[src/rtl/ps2_key_decoder.sv]
// ps2_key_decoder
//   Turns a stream of received PS/2 set-2 scan-code bytes into key events.
//   It understands the E0 (extended) and F0 (release) prefixes and the
//   8-byte E1 Pause sequence. It drops controller responses seen in IDLE and,
//   optionally, the E0 12 / E0 59 fake-shift codes. A partial prefix is
//   abandoned after TIMEOUT_CYCLES idle cycles.
//
// Ports
//   clk_sys    in   1   system clock, rising edge
//   reset_n    in   1   asynchronous active-low reset
//   code_valid in   1   one-cycle strobe: code_data/code_err hold a byte
//   code_data  in   8   received scan-code byte
//   code_err   in   1   parity/framing error, qualified by code_valid
//   ps2_key    out 11   [7:0] code, [8] extended, [9] pressed, [10] toggle
//   key_event  out  1   one-cycle pulse with every ps2_key update
//   busy       out  1   decoder is inside a multi-byte sequence
//   err_count  out  8   saturating count of bad bytes and timeouts
module ps2_key_decoder #(
  parameter logic [23:0] TIMEOUT_CYCLES    = 24'd2400000,
  parameter logic [7:0]  PAUSE_CODE        = 8'h77,
  parameter int unsigned FILTER_FAKE_SHIFT = 1
) (
  input  logic        clk_sys,
  input  logic        reset_n,
  input  logic        code_valid,
  input  logic [7:0]  code_data,
  input  logic        code_err,
  output logic [10:0] ps2_key,
  output logic        key_event,
  output logic        busy,
  output logic [7:0]  err_count
);

  typedef enum logic [2:0] {
    IDLE,
    EXT,
    REL,
    EXTREL,
    PAUSE
  } state_t;

  localparam logic [23:0] TO_LAST = TIMEOUT_CYCLES - 24'd1;

  state_t      r_state;
  logic [2:0]  r_pause_cnt;
  logic [23:0] r_to_cnt;
  logic [10:0] r_ps2_key;
  logic        r_key_event;
  logic [7:0]  r_err_count;

  logic w_is_resp;
  logic w_is_fake;
  logic w_ext;
  logic w_pressed;

  // Controller responses that must never be decoded as keys in IDLE.
  assign w_is_resp = (code_data == 8'hAA) || (code_data == 8'hFA) ||
                     (code_data == 8'hFE) || (code_data == 8'hEE) ||
                     (code_data == 8'h00);

  assign w_is_fake = (FILTER_FAKE_SHIFT != 0) &&
                     ((code_data == 8'h12) || (code_data == 8'h59)) &&
                     ((r_state == EXT) || (r_state == EXTREL));

  assign w_ext     = (r_state == EXT) || (r_state == EXTREL);
  assign w_pressed = (r_state == IDLE) || (r_state == EXT);

  always_ff @(posedge clk_sys or negedge reset_n) begin
    if (!reset_n) begin
      r_state     <= IDLE;
      r_pause_cnt <= 3'd0;
      r_to_cnt    <= 24'd0;
      r_ps2_key   <= 11'h000;
      r_key_event <= 1'b0;
      r_err_count <= 8'h00;
    end else begin
      r_key_event <= 1'b0;
      if (code_valid) begin
        // A strobe always wins over a timeout expiring in the same cycle.
        r_to_cnt <= 24'd0;
        if (code_err) begin
          r_state     <= IDLE;
          r_pause_cnt <= 3'd0;
          if (r_err_count != 8'hFF) begin
            r_err_count <= r_err_count + 8'd1;
          end
        end else if (r_state == PAUSE) begin
          // Pause bytes are counted blindly; the E1 itself was byte 1.
          if (r_pause_cnt == 3'd7) begin
            r_ps2_key   <= {~r_ps2_key[10], 1'b1, 1'b1, PAUSE_CODE};
            r_key_event <= 1'b1;
            r_state     <= IDLE;
            r_pause_cnt <= 3'd0;
          end else begin
            r_pause_cnt <= r_pause_cnt + 3'd1;
          end
        end else if (code_data == 8'hE0) begin
          r_state <= EXT;
        end else if (code_data == 8'hF0) begin
          // REL and EXTREL keep their state on a repeated F0.
          if (r_state == IDLE) begin
            r_state <= REL;
          end else if (r_state == EXT) begin
            r_state <= EXTREL;
          end
        end else if (code_data == 8'hE1) begin
          r_state     <= PAUSE;
          r_pause_cnt <= 3'd1;
        end else if ((r_state == IDLE) && w_is_resp) begin
          r_state <= IDLE;
        end else if (w_is_fake) begin
          r_state <= IDLE;
        end else begin
          r_ps2_key   <= {~r_ps2_key[10], w_pressed, w_ext, code_data};
          r_key_event <= 1'b1;
          r_state     <= IDLE;
        end
      end else if (r_state != IDLE) begin
        if (r_to_cnt == TO_LAST) begin
          r_state     <= IDLE;
          r_pause_cnt <= 3'd0;
          r_to_cnt    <= 24'd0;
          if (r_err_count != 8'hFF) begin
            r_err_count <= r_err_count + 8'd1;
          end
        end else begin
          r_to_cnt <= r_to_cnt + 24'd1;
        end
      end
    end
  end

  assign ps2_key   = r_ps2_key;
  assign key_event = r_key_event;
  assign busy      = (r_state != IDLE);
  assign err_count = r_err_count;

endmodule

[config.mk]
export PLATFORM = sky130hd
export DESIGN_NAME = ps2_key_decoder
export DESIGN_NICKNAME = d
export VERILOG_FILES = /design/src/rtl/ps2_key_decoder.sv
export SDC_FILE = /design/constraint.sdc
export NUM_CORES = 1
export LEC_CHECK = 0
export ABC_AREA = 1
export BUFFER_PORTS_ARGS = -buffer_cell sky130_fd_sc_hd__buf_4
export CAP_MARGIN = 20
export CELL_PAD_IN_SITES_DETAIL_PLACEMENT = 1
export CELL_PAD_IN_SITES_GLOBAL_PLACEMENT = 1
export CORE_MARGIN = 3
export CORE_UTILIZATION = 35
export CTS_CLUSTER_SIZE = 40
export DETAILED_ROUTE_END_ITERATION = 10
export PLACE_DENSITY = 0.64
export SYNTH_ARGS = -nofsm -noshare
export SYNTH_HDL_FRONTEND = slang
export SYNTH_SLANG_ARGS = --single-unit
[constraint.sdc]
create_clock -name clk_sys -period 2.1 [get_ports clk_sys]
set_clock_uncertainty 0.2 [all_clocks]
set_input_delay 0.105 -clock clk_sys [delete_from_list [all_inputs] [get_ports clk_sys]]
set_output_delay 0.105 -clock clk_sys [all_outputs]
set_load 0.02 [all_outputs]
==> flow_metrics.py <==
metrics = {
    "status": {
        "status": "finished, final reports clean",
    },
    "power_and_ir_drop": {
        "ir_drop_mv": 0.3844,
        "power_density_mw_per_mm2": 600.8,
        "p_leak_nw": 1.863,
        "power_frac_clock": 0.308,
        "p_sw_frac": 0.3000,
        "pwr-share-seq": 0.495,
        "p_comb_frac": 0.197,
        "switching_power_mw": 0.6683,
        "p_int_mw": 1.559,
    },
    "die": {
        "io-pin-count": 33,
        "start_util": 0.3702,
        "dieWidth_um": 100.4,
        "rows": 33,
        "coreArea_mm2": 0.008423,
        "die_h_um": 100.4,
        "dieArea_mm2": 0.01008,
    },
    "drt": {
        "via_per_inst": 4.973,
        "wl_per_cell_um": 14.50,
        "wl_mm": 8.713,
        "vias": 2989,
        "antenna_left": 0,
        "drc": 0,
        "drt_iter0_markers": 90,
        "firstDrtPassIters": 4,
    },
    "clock_tree": {
        "cts_tree": "yes",
        "numCtsBuffers": 5,
        "clkTransAtPathRegs_ns": 0.10,
        "cts-htree-levels": 2,
        "clock-sinks": 50,
        "clkLatencyLatePin_ns": 0.31,
        "cts_root_buf": "clkbuf_8",
        "clock_path_buffers": 2,
    },
    "timing": {
        "finalSetupViolCount": 0,
        "period_needed_ns": 1.954,
        "worstMarginPinSlew_ns": 0.6434,
        "tns_ns": 0,
        "postLayoutSetupSlackWorst_ns": 0.1458,
        "max_freq_mhz": 511.7,
        "final_max_slew_viol_count": 0,
        "fin_crit_sh": 0.9306,
        "slew_headroom": 0.5710,
        "hold_viol_final": 0,
    },
    "global_route": {
        "grt_pass1_vias": 3234,
        "grt_pass1_wl_mm": 15.38,
        "grtUsageTotal": 0.1897,
        "grt_max_degree": 51,
        "antenna_found_initial": 0,
        "grt-ovfl-total": 0,
    },
    "logic_synthesis": {
        "ys_seq_area_frac": 0.4013,
        "yosysTopAreaCellShare": 0.4013,
        "synth_top_area_cell": "dfrtp_1",
        "netlist_area_mm2": 0.003118,
        "syn_avg_cell_area_um2": 6.960,
        "synth_nets": 464,
        "ys_top_cells_by_area": "dfrtp_1, nand2_1, nand3_1",
        "synth_cells": 448,
        "yosysWarnings": 0,
        "ys_dominant_reg_cell": "dfrtp_1",
        "async_flop_share": 1.000,
        "netlist-cell-type-count": 34,
        "synth.most_common_cell": "nand2_1",
        "ys_top_cells_by_count": "nand2_1, inv_1, dfrtp_1, nor2_1, nand3_1",
        "synth-edff-count": 0,
        "ys_seq_elements": 50,
    },
    "cells_and_area": {
        "postLayoutCoreUtil": 0.4401,
        "nets": 511,
        "synthToLayoutAreaGrowth_pct": 18.90,
        "antennaDiodeCount": 0,
        "n_fill_cell": 1085,
        "layout-drive-gt1-share": 0.1613,
        "instances_no_fill": 601,
    },
    "critical_path": {
        "r2r-start": "r_pause_cnt[0]",
        "cp_data_required_time_ns": 2.15,
        "cp_num_buf_inv": 1,
        "path_class": "reg -> reg",
        "worstPathArrival_ns": 2.00,
        "critPathLaunchType": "register",
        "cpLargestDelayFamily": "simple AND/OR/NAND/NOR gates",
        "worst_path_max_delay_cell": "dfrtp_1",
        "crit_start": "r_pause_cnt[0]",
        "max_stage_delay_ns": 0.41,
        "crit_path_end_kind": "register",
        "cp_max_fo": 10,
        "path_cells": "ha_1, ha_1, or2_1, nand2_1, nor2_1, buf_4, nand4_1, nand2_1",
    },
    "run": {
        "maxCapViolations": 0,
    },
    "placed_design": {
        "hpwlAfterDp_mm": 6.968,
        "portBuffers": 32,
        "gp_congestion": 0.7809,
        "place_inst": 588,
        "post-place-ws_ns": 0.09874,
    },
    "min_path": {
        "hp-class": "in -> reg",
        "worstHoldStart": "code_data[0]",
    },
}
==> cell type report <==
class,count,area (µm²),area share
Clock buffer,5,68.82,0.01856
Clock inverter,3,40.04,0.01080
Inverter,53,198.9,0.05366
Multi-Input combinational cell,337,1647,0.4441
Sequential cell,50,1251,0.3375
Tap cell,105,131.4,0.03544
Timing Repair Buffer,48,370.4,0.09990
==> through the flow <==
step | cell area (µm²) | power, mW | hold slack [ns]
2_1_floorplan | 3118 | 1.350 | -0.3906
3_3_place_gp | 3517 | 1.549 | -0.01441
3_5_place_dp | 3517 | 1.560 | -0.01699
4_1_cts | 3666 | 2.268 | 0.01173
5_1_grt | 3707 | 2.365 | 0.03315
6_report | 3707 | 2.227 | 0.01943
==> routing by layer <==
| layer | vias to the layer above | GRT usage | routed length [µm] |
|---|---|---|---|
| met2 | 28 | 0.3451 | 4483 |
| met5 | - | 0 | 0 |
| met1 | 1437 | 0.2345 | 4006 |
| met3 | 4 | 0.03475 | 171 |
| met4 | 0 | 0.03627 | 51 |
| li1 | 1520 | - | - |
==> power groups by stage <==
stage               sequential [mW]  combinational [mW]  clock [mW]
floorplan                      1.19               0.164           0
global placement               1.12               0.427           0
detailed placement             1.12               0.440           0
CTS                            1.10               0.446       0.719
global route                   1.12               0.487       0.761
finish                         1.10               0.440       0.686
==> worst reg2reg max path: stages, from the launching register on <==
cell	delay, ns
dfrtp_1	0.41
ha_1	0.18
ha_1	0.16
or2_1	0.13
nand2_1	0.05
nor2_1	0.30
buf_4	0.24
nand4_1	0.13
nand2_1	0.10
==> cells in the final DEF, fill, tap and decap left out, types with 8 or more instances in the layout <==
cell     synthesis  layout
nor2_1          50      50
nor3_1          11      11
nand2_1        152     150
nand2_2          6       8
nand4_1         21      21
nand3_1         39      38
a21oi_1          9       9
buf_4            1      44
o21ai_0         12      12
inv_1           51      51
dfrtp_1         50      50
==> cells by family after synthesis <==
logic type      after synthesis  synth area share
compound gates               27           0.05378
xor+xnor                      7           0.01966
fa+ha+maj                     4           0.01605
buf+inv                      61           0.08146
simple gates                299            0.4278
flops                        50            0.4013
==> state kept, by name, indices dropped and copies added, names as in the netlist <==
register / cells
r_state: 3
ps2_key: 11
r_pause_cnt: 3
r_to_cnt: 24
err_count: 8
key_event: 1
==> path summary, 6_finish.rpt <==
| path | endpoint | slack (ns) | cells after the start |
|---|---|---|---|
| max | ps2_key[2] | 0.15 | 8 |
| min | r_state[2] | 0.02 | 5 |
| max reg2reg | ps2_key[2] | 0.15 | 8 |
| min reg2reg | ps2_key[0] | 0.29 | 2 |
| max in group asynchronous | ps2_key[0] | 1.10 | 2 |
| min in group asynchronous | r_to_cnt[20] | 0.16 | 2 |
==> repair_timing <==
action / in CTS / in global routing
resized for setup: 0 / 6
endpoints found under the hold margin: 53 / 0
hold buffers: 4 / 0
endpoints found under the setup margin: 0 / 24
buffers inserted: 0 / 1
Power figures use the tool's default switching activity.
